==> src/rtl/sprite_mix_pkg.sv <==
// rtl/sprite_mix_pkg.sv - shared constants and pair-numbering helpers for the sprite layer mixer
package sprite_mix_pkg;

  localparam int GROUND_Y_DEF   = 400;
  localparam int GROUND_IDX_DEF = 2;
  localparam int FLASH_IDX_DEF  = 1;

  function automatic int num_pairs(input int n);
    return (n * (n - 1)) / 2;
  endfunction

  // Lexicographic numbering: (0,1)=0, (0,2)=1, ..., (n-2,n-1)=num_pairs(n)-1
  function automatic int pair_index(input int i, input int j, input int n);
    return (i * n) - ((i * (i + 1)) / 2) + (j - i - 1);
  endfunction

endpackage

==> src/rtl/frame_collision_latch.sv <==
// rtl/frame_collision_latch.sv - per-frame overlap accumulator with frame and sticky flag registers
module frame_collision_latch #(
  parameter int WIDTH = 6
) (
  input  logic             Clk,
  input  logic             Reset,
  input  logic             vga_vs,
  input  logic [WIDTH-1:0] pix_overlap,
  input  logic             collide_ack,
  output logic [WIDTH-1:0] collide_frame,
  output logic [WIDTH-1:0] collide_sticky,
  output logic             frame_done
);

  logic             vs_prev;
  logic [WIDTH-1:0] acc;
  logic [WIDTH-1:0] frame_vec;
  logic             boundary;

  // VS is active low, so the frame ends on its falling edge
  assign boundary  = vs_prev & ~vga_vs;
  assign frame_vec = acc | pix_overlap;

  always_ff @(posedge Clk or posedge Reset) begin
    if (Reset) begin
      vs_prev        <= 1'b1;
      acc            <= '0;
      collide_frame  <= '0;
      collide_sticky <= '0;
      frame_done     <= 1'b0;
    end else begin
      vs_prev    <= vga_vs;
      frame_done <= boundary;
      if (boundary) begin
        acc           <= '0;
        collide_frame <= frame_vec;
      end else begin
        acc <= frame_vec;
      end
      // An ack that coincides with a boundary drops old flags but keeps the new frame
      if (boundary && collide_ack) begin
        collide_sticky <= frame_vec;
      end else if (boundary) begin
        collide_sticky <= collide_sticky | frame_vec;
      end else if (collide_ack) begin
        collide_sticky <= '0;
      end
    end
  end

endmodule

==> src/rtl/sprite_layer_mixer.sv <==
// rtl/sprite_layer_mixer.sv - N-layer priority compositor with ground band, flash and pair overlap flags
module sprite_layer_mixer
  import sprite_mix_pkg::*;
#(
  parameter int NUM_LAYERS   = 4,
  parameter int IDX_W        = 4,
  parameter int GROUND_Y     = GROUND_Y_DEF,
  parameter int GROUND_LAYER = 1,
  parameter int GROUND_IDX   = GROUND_IDX_DEF,
  parameter int FLASH_IDX    = FLASH_IDX_DEF,
  localparam int NUM_PAIRS   = num_pairs(NUM_LAYERS)
) (
  input  logic                        Clk,
  input  logic                        Reset,
  input  logic [NUM_LAYERS*IDX_W-1:0] layer_idx,
  input  logic [NUM_LAYERS-1:0]       layer_en,
  input  logic [NUM_LAYERS-1:0]       layer_flash,
  input  logic [9:0]                  DrawY,
  input  logic                        pix_valid,
  input  logic                        VGA_VS,
  input  logic                        collide_ack,
  output logic [IDX_W-1:0]            color_index,
  output logic [NUM_PAIRS-1:0]        collide_frame,
  output logic [NUM_PAIRS-1:0]        collide_sticky,
  output logic                        frame_done
);

  localparam int         KW           = (NUM_LAYERS > 1) ? $clog2(NUM_LAYERS) : 1;
  localparam logic [9:0] GROUND_Y_V   = 10'(GROUND_Y);
  localparam logic [IDX_W-1:0] GROUND_IDX_V = IDX_W'(GROUND_IDX);
  localparam logic [IDX_W-1:0] FLASH_IDX_V  = IDX_W'(FLASH_IDX);

  logic [NUM_LAYERS*IDX_W-1:0] s1_idx;
  logic [NUM_LAYERS-1:0]       s1_en;
  logic [NUM_LAYERS-1:0]       s1_flash;
  logic [9:0]                  s1_y;
  logic                        s1_valid;

  always_ff @(posedge Clk or posedge Reset) begin
    if (Reset) begin
      s1_idx   <= '0;
      s1_en    <= '0;
      s1_flash <= '0;
      s1_y     <= '0;
      s1_valid <= 1'b0;
    end else begin
      s1_idx   <= layer_idx;
      s1_en    <= layer_en;
      s1_flash <= layer_flash;
      s1_y     <= DrawY;
      s1_valid <= pix_valid;
    end
  end

  logic [IDX_W-1:0]      idx_arr [NUM_LAYERS];
  logic [NUM_LAYERS-1:0] opaque;

  for (genvar k = 0; k < NUM_LAYERS; k++) begin : g_layer
    assign idx_arr[k] = s1_idx[k*IDX_W +: IDX_W];
    assign opaque[k]  = s1_en[k] & (idx_arr[k] != '0);
  end

  logic             win_found;
  logic             win_front;
  logic [KW-1:0]    win_k;
  logic [IDX_W-1:0] win_color;
  logic             in_ground;
  logic [IDX_W-1:0] next_color;

  // Scan from the lowest priority upward so the last hit is the winner
  always_comb begin
    win_found = 1'b0;
    win_front = 1'b0;
    win_k     = '0;
    for (int k = NUM_LAYERS - 1; k >= 0; k--) begin
      if (opaque[k]) begin
        win_found = 1'b1;
        win_front = (k < GROUND_LAYER);
        win_k     = KW'(k);
      end
    end
  end

  assign win_color = s1_flash[win_k] ? FLASH_IDX_V : idx_arr[win_k];
  assign in_ground = (s1_y >= GROUND_Y_V);

  always_comb begin
    next_color = '0;
    if (win_found && win_front) begin
      next_color = win_color;
    end else if (in_ground) begin
      next_color = GROUND_IDX_V;
    end else if (win_found) begin
      next_color = win_color;
    end
  end

  always_ff @(posedge Clk or posedge Reset) begin
    if (Reset) begin
      color_index <= '0;
    end else begin
      color_index <= next_color;
    end
  end

  logic [NUM_PAIRS-1:0] pair_hit;
  logic [NUM_PAIRS-1:0] pix_overlap;

  for (genvar i = 0; i < NUM_LAYERS - 1; i++) begin : g_pair_i
    for (genvar j = i + 1; j < NUM_LAYERS; j++) begin : g_pair_j
      assign pair_hit[pair_index(i, j, NUM_LAYERS)] = opaque[i] & opaque[j];
    end
  end

  // Ground band and flash never mask overlap; only the display-area qualifier does
  assign pix_overlap = pair_hit & {NUM_PAIRS{s1_valid}};

  frame_collision_latch #(
    .WIDTH(NUM_PAIRS)
  ) u_latch (
    .Clk           (Clk),
    .Reset         (Reset),
    .vga_vs        (VGA_VS),
    .pix_overlap   (pix_overlap),
    .collide_ack   (collide_ack),
    .collide_frame (collide_frame),
    .collide_sticky(collide_sticky),
    .frame_done    (frame_done)
  );

endmodule

==> config.mk <==
export PLATFORM = sky130hd
export DESIGN_NAME = sprite_layer_mixer
export DESIGN_NICKNAME = d
export VERILOG_FILES = /design/src/rtl/sprite_mix_pkg.sv /design/src/rtl/frame_collision_latch.sv /design/src/rtl/sprite_layer_mixer.sv
export SDC_FILE = /design/constraint.sdc
export NUM_CORES = 1
export LEC_CHECK = 0
export BUFFER_PORTS_ARGS = -buffer_cell sky130_fd_sc_hd__clkbuf_2
export CAP_MARGIN = 20
export CELL_PAD_IN_SITES_DETAIL_PLACEMENT = 1
export CELL_PAD_IN_SITES_GLOBAL_PLACEMENT = 2
export CORE_MARGIN = 3
export CORE_UTILIZATION = 30
export DETAILED_ROUTE_END_ITERATION = 10
export PLACE_DENSITY_LB_ADDON = 0.1
export SLEW_MARGIN = 25
export SYNTH_ARGS = -nofsm -noshare
export SYNTH_HDL_FRONTEND = slang
export SYNTH_HIERARCHICAL = 1
export SYNTH_SLANG_ARGS = --single-unit
==> constraint.sdc <==
create_clock -name Clk -period 1.8 [get_ports Clk]
set_clock_uncertainty 0.1 [all_clocks]
set_input_delay 0.36 -clock Clk [delete_from_list [all_inputs] [get_ports Clk]]
set_output_delay 0.36 -clock Clk [all_outputs]
set_load 0.05 [all_outputs]
==> results.yml, run 1 <==
global_routing:
  grt_overflow_total: 0
  grt_usage_pct: 12.8
  grt_pass1_vias: 1597
  grt_start_max_net_pins: 36
  antenna_found_initial: 0
  grt_pass1_wl_mm: 7.54
placement:
  hpwl_mm: 3.48
  routabilityCongestion: 0.757
  io_buffers: 51
  place_ws_ns: -0.137
clock_network:
  cts.htree.levels: 2
  clock_sinks: 55
  path_clk_slew_ns: 0.10
  numCtsBuffers: 5
  root_buffer: "clkbuf_8"
  clock_latency_ns: 0.30
  cts_tree: "built"
  max-clock-path-buffers: 2
logic_synthesis:
  syn_nets: 191
  yosysTopAreaCell: "dfrtp_1"
  syn_area_um2: 1990
  yosys_register_bits: 55
  seq_area_frac_synth_pct: 69.3
  synth_area_leaders: "dfrtp_1, mux2i_1, nor2_1, inv_1, o22ai_1"
  syn_area_per_cell_um2: 13.1
  synth_flop_cell: "dfrtp_1"
  synth_common_cells: "dfrtp_1, nor2_1, inv_1, a21oi_1"
  async_flop_share_pct: 100
  syn_inst: 152
  synth_most_common_cell: "dfrtp_1"
  yosys.area.top_type_share_pct: 68.0
  yosysWarningCount: 6
  synth-edff-count: 0
  synth_cell_types: 34
routing:
  drc: 0
  detail_route.wl_per_cell_um: 14.9
  via_per_inst: 4.71
  drt_wl_total_mm: 4.59
  firstDrtPassIters: 3
  drtIter0Drc: 49
  detailroute.via_count: 1450
  ant_nets: 0
cells_and_area:
  regArea_um2: 1380
  drive_gt1_share_pct: 41.6
  layout.nets: 269
  fillCellCount: 712
  antenna_cells: 0
  area_growth_pct: 33.9
  multi_input_area_um2: 601
critical_path:
  cp_max_fo: 3
  r2r-end: "color_index[3]"
  crit_path_end_kind: "flop"
  rrSetupSlack_ns: -0.04
  timing.rr.start: "s1_idx[11]"
  path_class: "reg -> reg"
  critPathSlowestCell: "dfrtp_1"
  slowest_delay_ns: 0.42
  path_cells: "o41ai_4 > nand4b_1 > a221oi_2 > nand3_1 > o21ai_1"
  r2r_cells: 5
  crit_required_ns: 1.92
  start_kind: "flop"
  cp_data_arrival_time_ns: 1.95
pwr:
  pwr-share-comb_pct: 20.5
  sw_frac_of_total_pct: 30.5
  total_power_mw: 2.63
  p_sw_uw: 802
  power.share.sequential_pct: 53.6
  clkPwrFrac_pct: 25.9
  leakage_nw: 1.28
  intPower_mw: 1.83
  worst_ir_drop_vdd_v: 0.000453
  power_density_nw_per_um2: 988
sta:
  rsz0062_at_grt: "true"
  tns_ns: -0.105
  setup_violations: 4
  holdWs_ns: 0.0381
  fin_crit_ns: 1.84
  tightest_slew_ns: 0.437
  max_freq_mhz: 544
  slew_violations: 0
  fin_crit_sh_pct: 102
  hold_viol: 0
  maxSlewHeadroom_pct: 70.8
  fin_ws_ns: -0.0367
worst_hold_path:
  holdCritPathClass: "in -> reg"
  holdPathStages: 1
  hold-path-endpoint: "u_latch/vs_prev"
  hp-start: "VGA_VS"
outcome:
  status: "finished with violations"
  violations: "negative setup slack"
die:
  die_w_um: 87.4
  ioPinCount: 56
  start_util_pct: 31.1
  fp-row-count: 29
  coreArea_um2: 6390
  die_h_um: 87.4
  die_area_um2: 7640
flow_run:
  cap_violations: 0
## worst max-delay path, delay by kind of cell, from the launching register on
family | cells | cell delay [ns]
and+or+nand+nor | 2 | 0.32
DFF | 1 | 0.42
AOI/OAI and AO/OA | 3 | 0.92
## cell type report
type | instances | area share, %
inverter | 16 | 2.44
multi-input combinational | 79 | 22.6
clock inverter | 1 | 0.188
clock buffer | 7 | 3.24
timing repair buffer | 73 | 16.2
sequential | 55 | 51.8
tap | 77 | 3.62
## layout by cell type, fill, tap and decap left out, drive strengths merged, types with 2 or more instances in the layout
cell | synthesis | final
a21oi | 8 | 8
buf | 2 | 21
clkbuf | 0 | 58
dfrtp | 54 | 54
inv | 16 | 16
mux2i | 7 | 7
nand2 | 6 | 6
nand3 | 5 | 5
nor2 | 18 | 18
nor3 | 2 | 2
o21a | 2 | 2
o21ai | 2 | 2
o22ai | 7 | 7
o41a | 2 | 2
o41ai | 4 | 4
## power groups by stage
stage | logic (mW) | registers (mW) | clock network (mW)
floorplan | 0.151 | 1.61 | 0
global placement | 0.498 | 1.42 | 0
detailed placement | 0.512 | 1.43 | 0
CTS | 0.532 | 1.41 | 0.711
global route | 0.581 | 1.42 | 0.766
finish | 0.539 | 1.41 | 0.680
## sequential cells by signal, summed over array words and instances, names as in the netlist
signal and count:
color_index 4, s1_en 4, s1_flash 4, s1_idx 16
s1_valid 1, s1_y 6, u_latch/acc 6, u_latch/collide_frame 6
u_latch/collide_sticky 6, u_latch/frame_done 1, u_latch/vs_prev 1
## worst max-delay path by stage
stage | start | to | cells past startpoint
finish | s1_idx[11] | color_index[3] | 5
global route | s1_idx[11] | color_index[3] | 5
CTS | s1_idx[11] | color_index[3] | 5
detailed placement | s1_idx[8] | color_index[3] | 5
global placement | s1_idx[8] | color_index[3] | 5
floorplan | s1_idx[4] | color_index[0] | 4
## layer usage
layer  share of wire (%)  GRT usage (%)  vias to the layer above
met4                0.63           3.77                        0
met1                  40           15.1                      736
met3                 4.7           3.50                        2
li1                    -              -                      684
met5                   0              0                        -
met2                  54           22.4                       28
## cell families (layout without fill, tap and decap cells)
family	Yosys count	in the layout	share of synthesized area (%)
buf+inv	18	97	4.41
mux	7	7	3.52
simple gates	39	39	9.25
compound gates	33	33	13.5
flops	55	55	69.3
## through the flow
| step | utilization (%) | cells | area, µm² |
|---|---|---|---|
| after CTS | 40.7 | 306 | 2600 |
| after detailed placement | 38.0 | 293 | 2430 |
| after global routing | 41.7 | 308 | 2660 |
| final | 41.7 | 308 | 2660 |
| after floorplan | - | 152 | 1990 |
| after global placement | 38.0 | 293 | 2430 |
## timing repair
action	CTS	global route
resized for setup	9	9
hold buffers	1	0
pin swaps	11	8
endpoints found under the hold margin	19	0
cloned	0	0
setup buffers	4	2
endpoints found under the setup margin	16	17
Note: power is estimated with default switching activity, not from simulation.
==> run 2: changes to the inputs <==
Settings changed: CORE_MARGIN 3 to unset.
==> run 2 against run 1 <==
The flow still finishes with violations (negative setup slack); non-clock buffer count fell by 2; largest power group unchanged; sequential power barely moved; critical endpoint is now color_index[1]; via count fell by 2.3%; die area fell by 8.9%; register-to-register slack improved by 0.03 ns; setup slack better by 0.028 ns; routed wire length is 3.7% lower; total power shrank 0.24%; clock-buffer cell count fell by 2; critical path depth unchanged; hold slack worse by 0.014 ns; sequential cell count is the same.
==> results.yml, run 2 (synthesis gave the netlist of run 1 again) <==
outcome:
  status: "finished with violations"
  violations: "negative setup slack"
clock_network:
  clock_latency_ns: 0.31
  path_clk_slew_ns: 0.10
  cts.htree.levels: 2
  clock_sinks: 55
  max-clock-path-buffers: 2
  numCtsBuffers: 5
  root_buffer: "clkbuf_8"
  cts_tree: "built"
sta:
  rsz0062_at_grt: "true"
  fin_crit_sh_pct: 100
  fin_ws_ns: -0.00884
  slew_violations: 0
  tightest_slew_ns: 0.444
  fin_crit_ns: 1.81
  hold_viol: 0
  max_freq_mhz: 553
  tns_ns: -0.0153
  setup_violations: 2
  maxSlewHeadroom_pct: 70.4
routing:
  detail_route.wl_per_cell_um: 14.4
  firstDrtPassIters: 2
  drt_wl_total_mm: 4.42
  drc: 0
  detailroute.via_count: 1417
  via_per_inst: 4.63
  ant_nets: 0
  drtIter0Drc: 31
critical_path:
  crit_required_ns: 1.88
  slowest_delay_ns: 0.38
  start_kind: "flop"
  cp_data_arrival_time_ns: 1.89
  r2r_cells: 5
  crit_path_end_kind: "flop"
  path_class: "reg -> reg"
  critPathSlowestCell: "dfrtp_1"
  cp_max_fo: 4
  path_cells: "or3_1 > a31oi_1 > o211ai_1 > a22oi_1 > a21oi_1"
pwr:
  power_density_nw_per_um2: 996
  worst_ir_drop_vdd_v: 0.000575
  leakage_nw: 1.26
placement:
  post-place-cells: 293
  hpwl_mm: 3.33
  io_buffers: 51
  routabilityCongestion: 0.725
cells_and_area:
  fillCellCount: 701
  largest_reg_flops: 16
  final_cell_mix: "dfrtp_1, clkbuf_2, buf_4, inv_1, nor2_1"
  fin_cells: 306
  layout_commonest_cell: "dfrtp_1"
  regMostFlops: "s1_idx"
  antenna_cells: 0
  drive_gt1_share_pct: 43.2
  layout.nets: 267
  area_growth_pct: 32.5
die:
  start_util_pct: 31.1
  fp-row-count: 29
  die_area_um2: 6960
  coreArea_um2: 6390
  ioPinCount: 56
  die_w_um: 83.4
  die_h_um: 83.4
worst_hold_path:
  holdPathStages: 1
  holdCritPathClass: "in -> reg"
global_routing:
  grt_pass1_wl_mm: 7.31
  grt_overflow_total: 0
  antenna_found_initial: 0
  grt_pass1_vias: 1487
  grt_start_max_net_pins: 36
  grt_usage_pct: 13.6
flow_run:
  cap_violations: 0
run 2: cell types whose count changed in the layout (fill, tap and decap cells not counted), moves of 2 or more:
cell,before,now
clkinvlp_4,0,2
nor2_1,12,9
nor2_4,1,4
o22ai_1,7,5
o22ai_2,0,2
run 2: metrics by stage:
stage               area [µm²]  hold WS (ns)  setup WS [ns]  utilization [%]  power (mW)
global route              2630        0.0100         -0.149             41.2        2.75
finish                    2630        0.0243       -0.00884             41.2        2.62
global placement          2430         0.282        -0.0717             38.0        1.92
detailed placement        2430         0.303         -0.102             38.0        1.94
floorplan                 1990         0.223         0.0583                -        1.76
CTS                       2560        0.0120        -0.0912             40.0        2.63
run 2: report_power, final:
| group | total (mW) | switching (mW) | leakage (nW) | internal, mW |
|---|---|---|---|---|
| Combinational | 0.534 | 0.364 | 0.556 | 0.170 |
| Clock | 0.679 | 0.407 | 0.0402 | 0.272 |
| Sequential | 1.41 | 0.0681 | 0.666 | 1.34 |
run 2: worst max-delay path: cells and delay by family (launching register included):
kind             cells  cell delay, ns
AO/OA/AOI/OAI        4            0.83
flip-flops           1            0.38
AND/OR/NAND/NOR      1            0.37
run 2: path summary, 6_finish.rpt:
kind / slack, ns / start / end
max: -0.009 / s1_y[6] / color_index[1]
min: 0.02 / VGA_VS / u_latch/vs_prev
max reg2reg: -0.009 / s1_y[6] / color_index[1]
min reg2reg: 0.41 / u_latch/acc[2] / u_latch/acc[2]
max in group asynchronous: 0.69 / Reset / s1_flash[3]
min in group asynchronous: 0.51 / Reset / u_latch/collide_frame[1]
run 2: final cells by class:
class	count	area (µm²)	area share [%]
clock inverters	3	20.0	0.760
flip-flops and latches	55	1380	52.3
multi-input cells	79	594	22.6
clock buffers	5	68.8	2.61
well taps	77	96.3	3.66
inverters	16	65.1	2.47
repair buffers	71	412	15.6
run 2: routing by layer:
layer  track usage, %  vias to the layer above  wire length (µm)
met5                0                        -                 0
met4             5.64                        0                64
met3             3.68                        5               173
met2             23.0                       29              2280
met1             16.2                      706              1900
li1                 -                      677                 -
run 2: timing repair:
item                       4_1_cts  5_1_grt
hold endpoints to repair        19        0
setup endpoints to repair       16       15
resized for setup                5       16
pin swaps                        8        7
setup buffers                    2        2
hold buffers                     1        0
